File: src/rtl/sramctrl_pkg.sv
// Shared definitions for the parametrised AHB-to-SRAM control interface:
// FSM state codes, HSIZE codes, and the byte-enable / parity helpers.
package sramctrl_pkg;

  // FSM state encoding (plain constants so older flows can consume them)
  typedef logic [1:0] state_t;
  localparam state_t ST_IDLE    = 2'd0;
  localparam state_t ST_WR      = 2'd1;
  localparam state_t ST_RD_WAIT = 2'd2;
  localparam state_t ST_ERR     = 2'd3;

  // AHB HSIZE codes used by the request interface
  localparam logic [2:0] SZ_BYTE  = 3'd0;
  localparam logic [2:0] SZ_HALF  = 3'd1;
  localparam logic [2:0] SZ_WORD  = 3'd2;
  localparam logic [2:0] SZ_DWORD = 3'd3;

  // 2^size contiguous lanes starting at lane 'offset'; lanes >= nb stay 0.
  // The result is always 8 bits wide, callers slice off their NB lanes.
  function automatic logic [7:0] be_gen(input logic [2:0] size,
                                        input logic [2:0] offset,
                                        input int         nb);
    logic [7:0] be;
    be = '0;
    for (int i = 0; i < 8; i++) begin
      if ((i < nb) && (i >= int'(offset)) && (i < int'(offset) + (1 << size)))
        be[i] = 1'b1;
    end
    return be;
  endfunction

  // Even parity bit: total number of ones in {byte, parity} is even
  function automatic logic even_par8(input logic [7:0] b);
    return ^b;
  endfunction

endpackage

File: src/rtl/sramctrl_rd_pipe.sv
// Read-latency tracker: a valid token enters with the read strobe and
// emerges RD_LATENCY cycles later, which is exactly the cycle in which the
// SRAM macro presents valid read data. Legal RD_LATENCY range is 1..4.
module sramctrl_rd_pipe #(
  parameter int RD_LATENCY = 1
) (
  input  logic clk,
  input  logic rst,
  input  logic tok_in,
  output logic cap_en
);

  logic [RD_LATENCY-1:0] stage_q;
  logic [RD_LATENCY-1:0] stage_d;

  // Shift the token one stage per cycle
  always_comb begin
    stage_d    = '0;
    stage_d[0] = tok_in;
    for (int i = 1; i < RD_LATENCY; i++) stage_d[i] = stage_q[i-1];
  end

  // Stage registers; reset drops any token in flight
  always_ff @(posedge clk or posedge rst) begin
    if (rst) stage_q <= '0;
    else     stage_q <= stage_d;
  end

  assign cap_en = stage_q[RD_LATENCY-1];

endmodule

File: src/rtl/sramctrl_if_gen.sv
// Parametrised single-port AHB-to-SRAM control interface. Takes level-held
// requests from the AHB slave FSM, drives registered strobes to one
// byte-lane SRAM macro, and flags illegal size/alignment with err.
// Optional byte parity on the SRAM data path: define SRAMCTRL_BYTE_PARITY_EN.
//
// Handshake: a request is taken only in IDLE, outside the ack cycle, while
// req=1 and sram_busy=0; address, size, direction and write data are sampled
// in that cycle. ack pulses for one cycle on completion (with err for an
// illegal access or a read parity error); req is ignored until the cycle
// after ack, when the master must have dropped it or present a new request.
module sramctrl_if_gen
  import sramctrl_pkg::*;
#(
  parameter int DWIDTH     = 32,
  parameter int AWIDTH     = 20,
  parameter int RD_LATENCY = 1
) (
  input  logic                                      HCLK,
  input  logic                                      HRESET,
  input  logic                                      req,
  input  logic                                      write,
  input  logic [2:0]                                size,
  input  logic [AWIDTH-1:0]                         addr,
  input  logic [DWIDTH-1:0]                         wdata,
  output logic                                      ack,
  output logic                                      err,
  output logic [DWIDTH-1:0]                         rdata,
  output logic                                      busy,
  output logic [AWIDTH-$clog2(DWIDTH/8)-1:0]        sram_addr,
  output logic [DWIDTH/8-1:0]                       sram_be,
  output logic                                      sram_wen,
  output logic                                      sram_ren,
  output logic [DWIDTH-1:0]                         sram_wdata,
  input  logic [DWIDTH-1:0]                         sram_rdata,
  input  logic                                      sram_busy,
`ifdef SRAMCTRL_BYTE_PARITY_EN
  output logic [DWIDTH/8-1:0]                       sram_wpar,
  input  logic [DWIDTH/8-1:0]                       sram_rpar,
`endif
  output logic [1:0]                                dbg_state
);

  localparam int NB  = DWIDTH / 8;
  localparam int OFS = $clog2(NB);

  state_t              state_q, state_d;
  logic                ack_q, ack_d;
  logic                err_q, err_d;
  logic [DWIDTH-1:0]   rdata_q, rdata_d;
  logic [AWIDTH-OFS-1:0] sram_addr_q, sram_addr_d;
  logic [NB-1:0]       sram_be_q, sram_be_d;
  logic                sram_wen_q, sram_wen_d;
  logic                sram_ren_q, sram_ren_d;
  logic [DWIDTH-1:0]   sram_wdata_q, sram_wdata_d;

  logic                accept, illegal, accept_wr, accept_rd;
  logic [AWIDTH-1:0]   align_mask;
  logic [7:0]          be_full;
  logic                cap_en;
  logic                par_err;

  // Request decode: acceptance window, legality and lane mask
  always_comb begin
    accept     = (state_q == ST_IDLE) && !ack_q && req && !sram_busy;
    align_mask = AWIDTH'((32'd1 << size) - 32'd1);
    illegal    = (int'(size) > OFS) || ((addr & align_mask) != '0);
    be_full    = be_gen(size, 3'(addr[OFS-1:0]), NB);
    accept_wr  = accept && !illegal && write;
    accept_rd  = accept && !illegal && !write;
  end

  sramctrl_rd_pipe #(.RD_LATENCY(RD_LATENCY)) u_rd_pipe (
    .clk    (HCLK),
    .rst    (HRESET),
    .tok_in (sram_ren_q),
    .cap_en (cap_en)
  );

`ifdef SRAMCTRL_BYTE_PARITY_EN
  logic [NB-1:0] rd_be_q, rd_be_d;
  logic [NB-1:0] sram_wpar_q, sram_wpar_d;

  // Remember requested read lanes and form write parity alongside wdata
  always_comb begin
    rd_be_d     = accept_rd ? be_full[NB-1:0] : rd_be_q;
    sram_wpar_d = sram_wpar_q;
    if (accept_wr)
      for (int i = 0; i < NB; i++) sram_wpar_d[i] = even_par8(wdata[8*i +: 8]);
  end

  // Parity check of the captured word, limited to requested lanes
  always_comb begin
    par_err = 1'b0;
    for (int i = 0; i < NB; i++)
      if (rd_be_q[i] && (even_par8(sram_rdata[8*i +: 8]) != sram_rpar[i]))
        par_err = 1'b1;
  end

  // Parity-side registers
  always_ff @(posedge HCLK or posedge HRESET) begin
    if (HRESET) begin
      rd_be_q     <= '0;
      sram_wpar_q <= '0;
    end else begin
      rd_be_q     <= rd_be_d;
      sram_wpar_q <= sram_wpar_d;
    end
  end

  assign sram_wpar = sram_wpar_q;
`else
  assign par_err = 1'b0;
`endif

  // Access FSM: one-cycle strobe, then ack; reads wait for the token
  always_comb begin
    state_d      = state_q;
    ack_d        = 1'b0;
    err_d        = 1'b0;
    rdata_d      = rdata_q;
    sram_addr_d  = sram_addr_q;
    sram_be_d    = '0;
    sram_wen_d   = 1'b0;
    sram_ren_d   = 1'b0;
    sram_wdata_d = sram_wdata_q;
    case (state_q)
      ST_IDLE: begin
        if (accept) begin
          if (illegal) begin
            state_d = ST_ERR;
            ack_d   = 1'b1;
            err_d   = 1'b1;
          end else if (write) begin
            state_d      = ST_WR;
            sram_addr_d  = addr[AWIDTH-1:OFS];
            sram_wen_d   = 1'b1;
            sram_be_d    = be_full[NB-1:0];
            sram_wdata_d = wdata;
          end else begin
            state_d     = ST_RD_WAIT;
            sram_addr_d = addr[AWIDTH-1:OFS];
            sram_ren_d  = 1'b1;
          end
        end
      end
      ST_WR: begin
        ack_d   = 1'b1;
        state_d = ST_IDLE;
      end
      ST_RD_WAIT: begin
        if (cap_en) begin
          rdata_d = sram_rdata;
          ack_d   = 1'b1;
          err_d   = par_err;
          state_d = ST_IDLE;
        end
      end
      ST_ERR:  state_d = ST_IDLE;
      default: state_d = ST_IDLE;
    endcase
  end

  // Registered state and all outputs; reset aborts any access in flight
  always_ff @(posedge HCLK or posedge HRESET) begin
    if (HRESET) begin
      state_q      <= ST_IDLE;
      ack_q        <= 1'b0;
      err_q        <= 1'b0;
      rdata_q      <= '0;
      sram_addr_q  <= '0;
      sram_be_q    <= '0;
      sram_wen_q   <= 1'b0;
      sram_ren_q   <= 1'b0;
      sram_wdata_q <= '0;
    end else begin
      state_q      <= state_d;
      ack_q        <= ack_d;
      err_q        <= err_d;
      rdata_q      <= rdata_d;
      sram_addr_q  <= sram_addr_d;
      sram_be_q    <= sram_be_d;
      sram_wen_q   <= sram_wen_d;
      sram_ren_q   <= sram_ren_d;
      sram_wdata_q <= sram_wdata_d;
    end
  end

  assign ack        = ack_q;
  assign err        = err_q;
  assign rdata      = rdata_q;
  assign sram_addr  = sram_addr_q;
  assign sram_be    = sram_be_q;
  assign sram_wen   = sram_wen_q;
  assign sram_ren   = sram_ren_q;
  assign sram_wdata = sram_wdata_q;
  assign busy       = (state_q != ST_IDLE) || sram_busy;
  assign dbg_state  = state_q;

endmodule

File: config.mk
export PLATFORM = sky130hd
export DESIGN_NAME = sramctrl_if_gen
export DESIGN_NICKNAME = d
export VERILOG_FILES = /design/src/rtl/sramctrl_pkg.sv /design/src/rtl/sramctrl_rd_pipe.sv /design/src/rtl/sramctrl_if_gen.sv
export SDC_FILE = /design/constraint.sdc
export NUM_CORES = 1
export LEC_CHECK = 0
export CORE_UTILIZATION = 40
export DETAILED_ROUTE_END_ITERATION = 8
export PLACE_DENSITY = 0.9
export REMOVE_ABC_BUFFERS = 1
export SYNTH_ARGS = -nofsm -noshare
export SYNTH_HDL_FRONTEND = slang
export SYNTH_SLANG_ARGS = --single-unit
File: constraint.sdc
create_clock -name HCLK -period 3.4 [get_ports HCLK]
set_input_delay 0.68 -clock HCLK [delete_from_list [all_inputs] [get_ports HCLK]]
set_output_delay 0.68 -clock HCLK [all_outputs]
set_load 0.02 [all_outputs]
### Word-level counts from Yosys, hierarchy flattened

Cells that the tools add are included.

| cells by class | value |
|---|---|
| add/subtract/negate cells | 2 |
| $lt $le $gt $ge | 8 |
| equal/unequal tests | 5 |
| shift operators | 1 |
| multiplexer cells | 26 |
| bitwise logic cells | 2 |
| reductions and logical operators | 18 |

Operators with widths:

| kind | number |
|---|---|
| $lt A3 B32 Y1 const A | 2 |
| $add A3 B32 Y32 | 1 |
| $lt A1 B32 Y1 const A | 1 |
| $lt A2 B32 Y1 const A | 1 |
| $shl A1 B3 Y32 const A | 1 |
| $and A20 B20 Y20 | 1 |
| $reduce_bool A20 Y1 | 1 |
| $sub A20 B1 Y20 const B | 1 |
| $mux W1 | 16 |
| $mux W4 | 4 |
| $mux W2 | 4 |
| $logic_and A1 B1 Y1 | 6 |
| $pmux W2 S3 | 1 |
| $eq A2 B2 Y1 const B | 2 |
| $ge A1 B2 Y1 const A | 2 |
| $reduce_and A2 Y1 | 2 |
| $reduce_and A4 Y1 | 1 |
| $gt A3 B2 Y1 const B | 1 |
| $pmux W1 S3 | 1 |
| $reduce_and A3 Y1 | 1 |
| $eq A2 B1 Y1 const B | 1 |
| $ge A2 B2 Y1 const A | 1 |
| $logic_not A1 Y1 | 2 |
| $logic_not A2 Y1 | 1 |
| other kinds (6) | 7 |

| word-level totals | value |
|---|---|
| register bits | 93 |
| bits of input ports | 92 |
| output and inout port bits | 93 |
| word-level logic and storage cells | 72 |

### Depth between registers and ports, before layout

Gate-level depths: netlist (run 1).

| depth | value |
|---|---|
| depth after elaboration | 9 |
| gate-level depth with buffers | 9 |

### Modules after synthesis

Synthesis (run 1) repeated with hierarchy kept, for this count alone.

| second synthesis, totals | value |
|---|---|
| cells, all modules | 226 |
| area, all modules | 3781.1 µm² |

By module, submodules not included:

| module | instances | cells each | area each (µm²) | sequential area each (µm²) |
|---|---|---|---|---|
| sramctrl_if_gen | 1 | 224 | 3752.3 | 2302.2 |
| sramctrl_rd_pipe | 1 | 2 | 28.8 | 25.0 |

### Worst setup path before layout (run 1)

OpenSTA, ideal clock, no wires.

| path | value |
|---|---|
| path type | input to register |
| from | input size[0] |
| to | register sram_wdata_q[0], in the netlist sram_wdata[0] |
| setup time | 125 ps |
| arrival | 2123 ps |
| required time | 3275 ps |
| slack | 1152 ps |
| stages | 9 |
| path buffers | 1 |
| cell sequence | and3_1 -> inv_1 -> ha_1 -> nand2b_1 -> and4_4 -> nand2_2 -> inv_2 -> buf_6 -> mux2_2 |

| on the way | value |
|---|---|
| cells in the longest elaborated chain, start to end | 7 |
| elaborated cells between the ends (all ways) | 8 |
| classes of those cells | add/sub: 1; order compare: 1; shift: 1; bitwise: 2; reduce/logical: 3 |

RTL lines:

| element | line | text |
|---|---|---|
| start: declaration | sramctrl_if_gen.sv:22 | `input logic [2:0] size,` |
| $shl A1 B3 Y32 | -- |  |
| $sub A20 B1 Y20 | sramctrl_if_gen.sv:65 | `align_mask = AWIDTH'((32'd1 << size) - 32'd1);` |
| $and A20 B20 Y20 | sramctrl_if_gen.sv:66 | `illegal = (int'(size) > OFS) \|\| ((addr & align_mask) != '0);` |
| $reduce_bool A20 Y1 | sramctrl_if_gen.sv:66 |  |
| $logic_or A1 B1 Y1 (*) | sramctrl_if_gen.sv:66 |  |
| $not A1 Y1 (no source line) (*) | -- |  |
| $reduce_and A4 Y1 (no source line) (*) | -- |  |
| end signal: assignment | sramctrl_if_gen.sv:184 | `sram_wdata_q <= sram_wdata_d;` |
| end: declaration | sramctrl_if_gen.sv:54 | `logic [DWIDTH-1:0] sram_wdata_q, sram_wdata_d;` |

Every way passes the cells marked *; elsewhere a longest branch is shown, timed or not.
A chain may end at the register's enable or synchronous reset.

### Worst setup path after layout (run 1)

| path | value |
|---|---|
| from | input sram_busy |
| to | output busy |

| on the way | value |
|---|---|
| cells in the longest elaborated chain, start to end | 1 |

RTL lines:

| element | line | text |
|---|---|---|
| start: declaration | sramctrl_if_gen.sv:35 | `input logic sram_busy,` |
| $logic_or A1 B1 Y1 | sramctrl_if_gen.sv:196 | `assign busy = (state_q != ST_IDLE) \|\| sram_busy;` |
| end: declaration | sramctrl_if_gen.sv:28 | `output logic busy,` |

No other way between the ends.

==> results of run 1 <==
## through the flow
| step | hold WS [ps] | utilization |
|---|---|---|
| final | 378 | 0.666 |
| after global routing | 399 | 0.666 |
| after CTS | 380 | 0.666 |
| after detailed placement | 361 | 0.641 |
| after global placement | 361 | 0.641 |
| after floorplan | 466 | - |
## worst max-delay path by stage
stage / start / endpoint / slack, ps / depth (start not counted)
2_1_floorplan: HRESET / ack$_DFF_PP0_ / 300 / 1
3_3_place_gp: size[0] / sram_wdata[8]$_DFFE_PP0P_ / 480 / 10
3_5_place_dp: size[0] / sram_wdata[31]$_DFFE_PP0P_ / 390 / 10
4_1_cts: sram_busy / busy / 660 / 4
5_1_grt: sram_busy / busy / 580 / 4
6_report: sram_busy / busy / 660 / 4
## cell families after synthesis
kind of cell,after synthesis,synth area share
simple gates,27,0.0456
mux,82,0.262
compound gates,7,0.0151
fa+ha+maj,4,0.0158
flops,93,0.638
buf+inv,15,0.0237
## registers in the layout, indices dropped and copies added (netlist names)
name              count
rdata                32
sram_wdata           32
sram_addr            18
sram_be               4
dbg_state             2
ack                   1
err                   1
sram_ren              1
sram_wen              1
u_rd_pipe.cap_en      1
## cell usage in the layout, fill, tap and decap left out
cell type / instances
o221ai_1: 1
nor2b_1: 1
a211oi_1: 2
nor2_1: 5
nand3_1: 2
clkinv_2: 1
nand2b_1: 5
nand2_1: 3
nand2_2: 1
inv_8: 1
ha_1: 3
bufinv_16: 1
inv_1: 6
and3_1: 2
a221oi_1: 1
mux2_4: 9
buf_4: 1
inv_6: 4
clkbuf_8: 10
mux2_1: 23
inv_2: 1
nand3_4: 1
clkdlybuf4s50_1: 184
nor3_2: 1
dfrtp_1: 93
a21oi_1: 2
fa_1: 1
mux2_2: 50
nand3b_1: 2
o31ai_2: 1
nor3_1: 2
buf_12: 2
and4_4: 1
nand4_1: 1
## per-layer routing
metal | part of all wire | routed length [um]
met1 | 0.40 | 3430
met2 | 0.52 | 4460
met3 | 0.067 | 578
met4 | 0.015 | 133
met5 | 0 | 0
## power by group through the flow
stage	combinational, W	sequential [W]	clock [W]
floorplan	0.000356	0.00205	0
global placement	0.00165	0.00162	0
detailed placement	0.00169	0.00165	0
CTS	0.00169	0.00163	0.000803
global route	0.00176	0.00168	0.000845
finish	0.00167	0.00162	0.000778
## cell type report
type	instances	area (um2)
clock inverters	6	76.3
multi-input cells	120	1240
well taps	108	135
flip-flops and latches	93	2330
clock buffers	10	138
inverters	8	31.3
fillers	641	2930
repair buffers	187	1890
==> flow_summary.ini, run 1 <==
[yosys]
synth_area_mm2 = 0.00365
synthCells = 228
yosys.cell_count.top_type = dfrtp_1
ys_top_cells_by_count = dfrtp_1 (93), mux2_2 (50), mux2_1 (23), mux2_4 (9), inv_1 (7)
async_reset_ff_frac = 1.00
ys_ff_latch = 93
yosysTopAreaCellShare = 0.638
synth-edff-count = 0
ys_seq_area_frac = 0.638
syn_area_per_cell_um2 = 16.0
yosysUniqueCellTypes = 28
synth_top_area_cell = dfrtp_1
yosysWarningCount = 0
synth_top_cells_by_area = dfrtp_1 (64%), mux2_2 (15%), mux2_1 (7.1%)
ys.flop_type = dfrtp_1

[detailed_routing]
vias = 2579
routedWlPerCell_um = 16.2
drt_pass1_iterations = 4
drtIter0Drc = 35
postRouteAntennaNets = 0
drt-total-wl_mm = 8.60
viasPerCell = 4.85
drc = 0

[placement]
hpwl_mm = 6.65
dp_slack_ps = 392
port_buffers = 184
routabilityCongestion = 0.704
dpl_cell_area_mm2 = 0.00562
dp.cells = 516

[power]
power_w = 0.00407
sequentialPowerShare = 0.399
power.internal_w = 0.00274
combPwrFrac = 0.410
clock_power_share = 0.191
ir_drop_mv = 0.362
power_density_mw_per_mm2 = 698
power_leakage_nw = 2.60
sw_frac_of_total = 0.326
switchingPower_w = 0.00133

[grt]
grt_first_pass_wirelength_mm = 14.1
antenna_found_initial = 0
grt_pass1_vias = 2767
use_met3 = 0.0504
grt_max_degree = 53
gr-total-overflow = 0
use_met2 = 0.332
met1_usage = 0.227
grt_use_total = 0.189
busiest_layer = met2

[worst_setup_path]
path_delay_family = buffers and inverters
r2r_end = sram_wdata[31]$_DFFE_PP0P_
cp_slowest_cell = clkdlybuf4s50_1
crit_required_ps = 2720
cpMostUsedCell = clkdlybuf4s50_1
reg2regPathDepth = 6
worstSetupEndpointType = primary output
path_cells = clkdlybuf4s50_1 > nor3_2 > inv_1 > clkdlybuf4s50_1
cp-start-kind = input port
r2r_start = dbg_state[0]$_DFFE_PP0P_
cp.arrival_ps = 2060
crit_type = input port to primary output
rrSetupSlack_ps = 1480
crit_buf_inv = 3
cpPeakStageDelay_ps = 560
crit_fanout = 5

[floorplanning]
dieArea_mm2 = 0.00951
rows = 34
io-pin-count = 185
fp.dieW_um = 97.5
die_h_um = 97.5
core_mm2 = 0.00876
start_util = 0.416

[clock_tree]
clockBufferDepth = 2
cts-root-buf = clkbuf_8
cts.sink_count = 93
cts.htree.levels = 3
numCtsBuffers = 9
holdBufCountCts = 0
clock_latency_ps = 360
postCtsSetupBuffers = 0
clk_pin_slew_ps = 90
cts-resized-gates = 0
cts_tree = done

[final_layout]
final_layout_size_suffix_gt1_frac = 0.200
final_cell_area_mm2 = 0.00583
syn_to_final_growth_pct = 59.8
fin_cells = 532
finalNetCount = 515
antenna_cells = 0

[sta]
finalSetupViolations = 0
fmax_mhz = 365
slew_headroom = 0.517
drv_slew = 0
period_needed_ps = 2740
period_share = 0.805
fin_setup_tns_ps = 0
finalHoldViolations = 0
tightest_slew_ps = 724
rsz0062_at_grt = no
fin_skew_ps = 13.8
setup_slack_ps = 662

[outcome]
status = finished clean

[hold_path]
hold_end = u_rd_pipe.cap_en$_DFF_PP0_
min_path_cells = 0
hold_class = flip-flop to flip-flop
holdCritStartpoint = sram_ren$_DFF_PP0_

[job]
maxCapViolations = 0
No activity file was read; power rests on OpenSTA's default activity.
==> run 2: changes to the inputs <==
==> constraint.sdc (replaced) <==
create_clock -name HCLK -period 2.8 [get_ports HCLK]
set_input_delay 0.56 -clock HCLK [delete_from_list [all_inputs] [get_ports HCLK]]
set_output_delay 0.56 -clock HCLK [all_outputs]
set_load 0.02 [all_outputs]
==> run 2 against run 1 <==
Effect of this change:
- sequential power rose by 22%
- register-to-register slack worse by 530 ps
- final area rose by 0.47%
- routed wire length fell by 0.13%
- global-route usage shrank 0.092 points
- largest cell class unchanged
- utilization increased by 0.31 points
==> flow_summary.ini, run 2 (synthesis results as in run 1) <==
[power]
power.internal_w = 0.00329
sequentialPowerShare = 0.405
combPwrFrac = 0.418
switchingPower_w = 0.00158
sw_frac_of_total = 0.324
ir_drop_mv = 0.563
power_leakage_nw = 2.62
clock_power_share = 0.177
power_density_mw_per_mm2 = 831
power_w = 0.00487

[final_layout]
area.sequential_mm2 = 0.00233
final_cell_mix = clkdlybuf4s50_1 (184), dfrtp_1 (93), mux2_2 (50), mux2_1 (23)
final_layout_size_suffix_gt1_frac = 0.212
syn_to_final_growth_pct = 60.6
final_cell_area_mm2 = 0.00586
fin_cells = 538
antenna_cells = 0
nFillCells = 649
final_common_cell = clkdlybuf4s50_1
finalNetCount = 522
multi_input_area_mm2 = 0.00124

[detailed_routing]
wl_met1_mm = 3.63
drt-total-wl_mm = 8.59
vias = 2566
top_layer_used = met4
drt_pass1_iterations = 4
wl_met2_mm = 4.35
route.met3.wl_um = 513
drc = 0
viasPerCell = 4.77
drtIter0Drc = 27
postRouteAntennaNets = 0
routedWlPerCell_um = 16.0

[sta]
period_share = 0.850
drv_slew = 0
fin_skew_ps = 12.8
fin_setup_tns_ps = 0
setup_slack_ps = 419
finalSetupViolations = 0
period_needed_ps = 2380
slew_headroom = 0.578
finalHoldViolations = 0
fmax_mhz = 420
tightest_slew_ps = 633
rsz0062_at_grt = no

[clock_tree]
clockBufferDepth = 2
holdBufCountCts = 0
cts.sink_count = 93
clock_latency_ps = 340
cts-resized-gates = 0
clk_pin_slew_ps = 90
numCtsBuffers = 9
cts_tree = done
postCtsSetupBuffers = 0
cts-root-buf = clkbuf_8
cts.htree.levels = 3

[placement]
routabilityCongestion = 0.774
port_buffers = 184
hpwl_mm = 6.63
dp.cells = 523
dpl_cell_area_mm2 = 0.00567
dp_slack_ps = 52.3

[floorplanning]
io-pin-count = 185
die_h_um = 97.5
start_util = 0.416
core_mm2 = 0.00876
rows = 34
dieArea_mm2 = 0.00951
fp.dieW_um = 97.5

[worst_setup_path]
cp.arrival_ps = 2600
cp-start-kind = input port
worstSetupEndpointType = flip-flop
reg2regPathDepth = 7
crit_fanout = 15
crit_required_ps = 3020
crit_type = input port to flip-flop

[grt]
grt_first_pass_wirelength_mm = 14.1
antenna_found_initial = 0
gr-total-overflow = 0
grt_max_degree = 51
grt_pass1_vias = 2748
grt_use_total = 0.188

[job]
maxCapViolations = 0

[hold_path]
min_path_cells = 0
hold_class = flip-flop to flip-flop

[outcome]
status = finished clean
[run 2: stage by stage]
stage	hold slack (ps)	utilization
after floorplan	466	-
after global placement	362	0.647
after detailed placement	367	0.647
after CTS	389	0.669
after global routing	408	0.669
final	382	0.669
[run 2: metal layers]
metal,global-route usage,vias to the layer above
li1,-,1194
met1,0.236,1252
met2,0.327,111
met3,0.0453,9
met4,0.0430,0
met5,0,-
[run 2: worst max-delay path, cell delays in order]
cell	delay, ps
clkdlybuf4s50_1	470
and3_1	190
inv_1	60
ha_1	260
nand2b_1	120
and4_4	240
nand2_2	90
inv_2	120
buf_12	160
mux2_2	340
[run 2: cell type report]
type                       instances  share of cell area
inverter                           8             0.00534
sequential                        93               0.397
timing repair buffer             194               0.331
tap                              108              0.0231
multi-input combinational        120               0.211
clock inverter                     6              0.0111
clock buffer                       9              0.0211
[run 2: power by group through the flow]
stage               logic [W]  registers (W)  clock network (W)
floorplan            0.000432        0.00249                  0
finish                0.00204        0.00197           0.000862
detailed placement    0.00205        0.00201                  0
CTS                   0.00206        0.00198           0.000891
global route          0.00214        0.00203           0.000952
global placement      0.00202        0.00197                  0
[run 2: path summary, 6_finish.rpt]
check	startpoint	to	slack (ps)
worst max-delay path	size[0]	sram_wdata[1]$_DFFE_PP0P_	420
worst max register to register	dbg_state[0]$_DFFE_PP0P_	sram_wdata[1]$_DFFE_PP0P_	950
worst min register to register	sram_ren$_DFF_PP0_	u_rd_pipe.cap_en$_DFF_PP0_	380
max in group asynchronous	HRESET	sram_wdata[8]$_DFFE_PP0P_	1650
min in group asynchronous	HRESET	rdata[12]$_DFFE_PP0P_	680
worst min-delay path	sram_ren$_DFF_PP0_	u_rd_pipe.cap_en$_DFF_PP0_	380
==> run 3: changes to the inputs <==
--- a/config.mk
+++ b/config.mk
@@ -5,6 +5,7 @@
 export SDC_FILE = /design/constraint.sdc
 export NUM_CORES = 1
 export LEC_CHECK = 0
+export CAP_MARGIN = 20
 export CORE_UTILIZATION = 40
 export DETAILED_ROUTE_END_ITERATION = 8
 export PLACE_DENSITY = 0.9
==> results of run 3 <==
No change in the layout: final DEF, timing and power equal those of run 2.
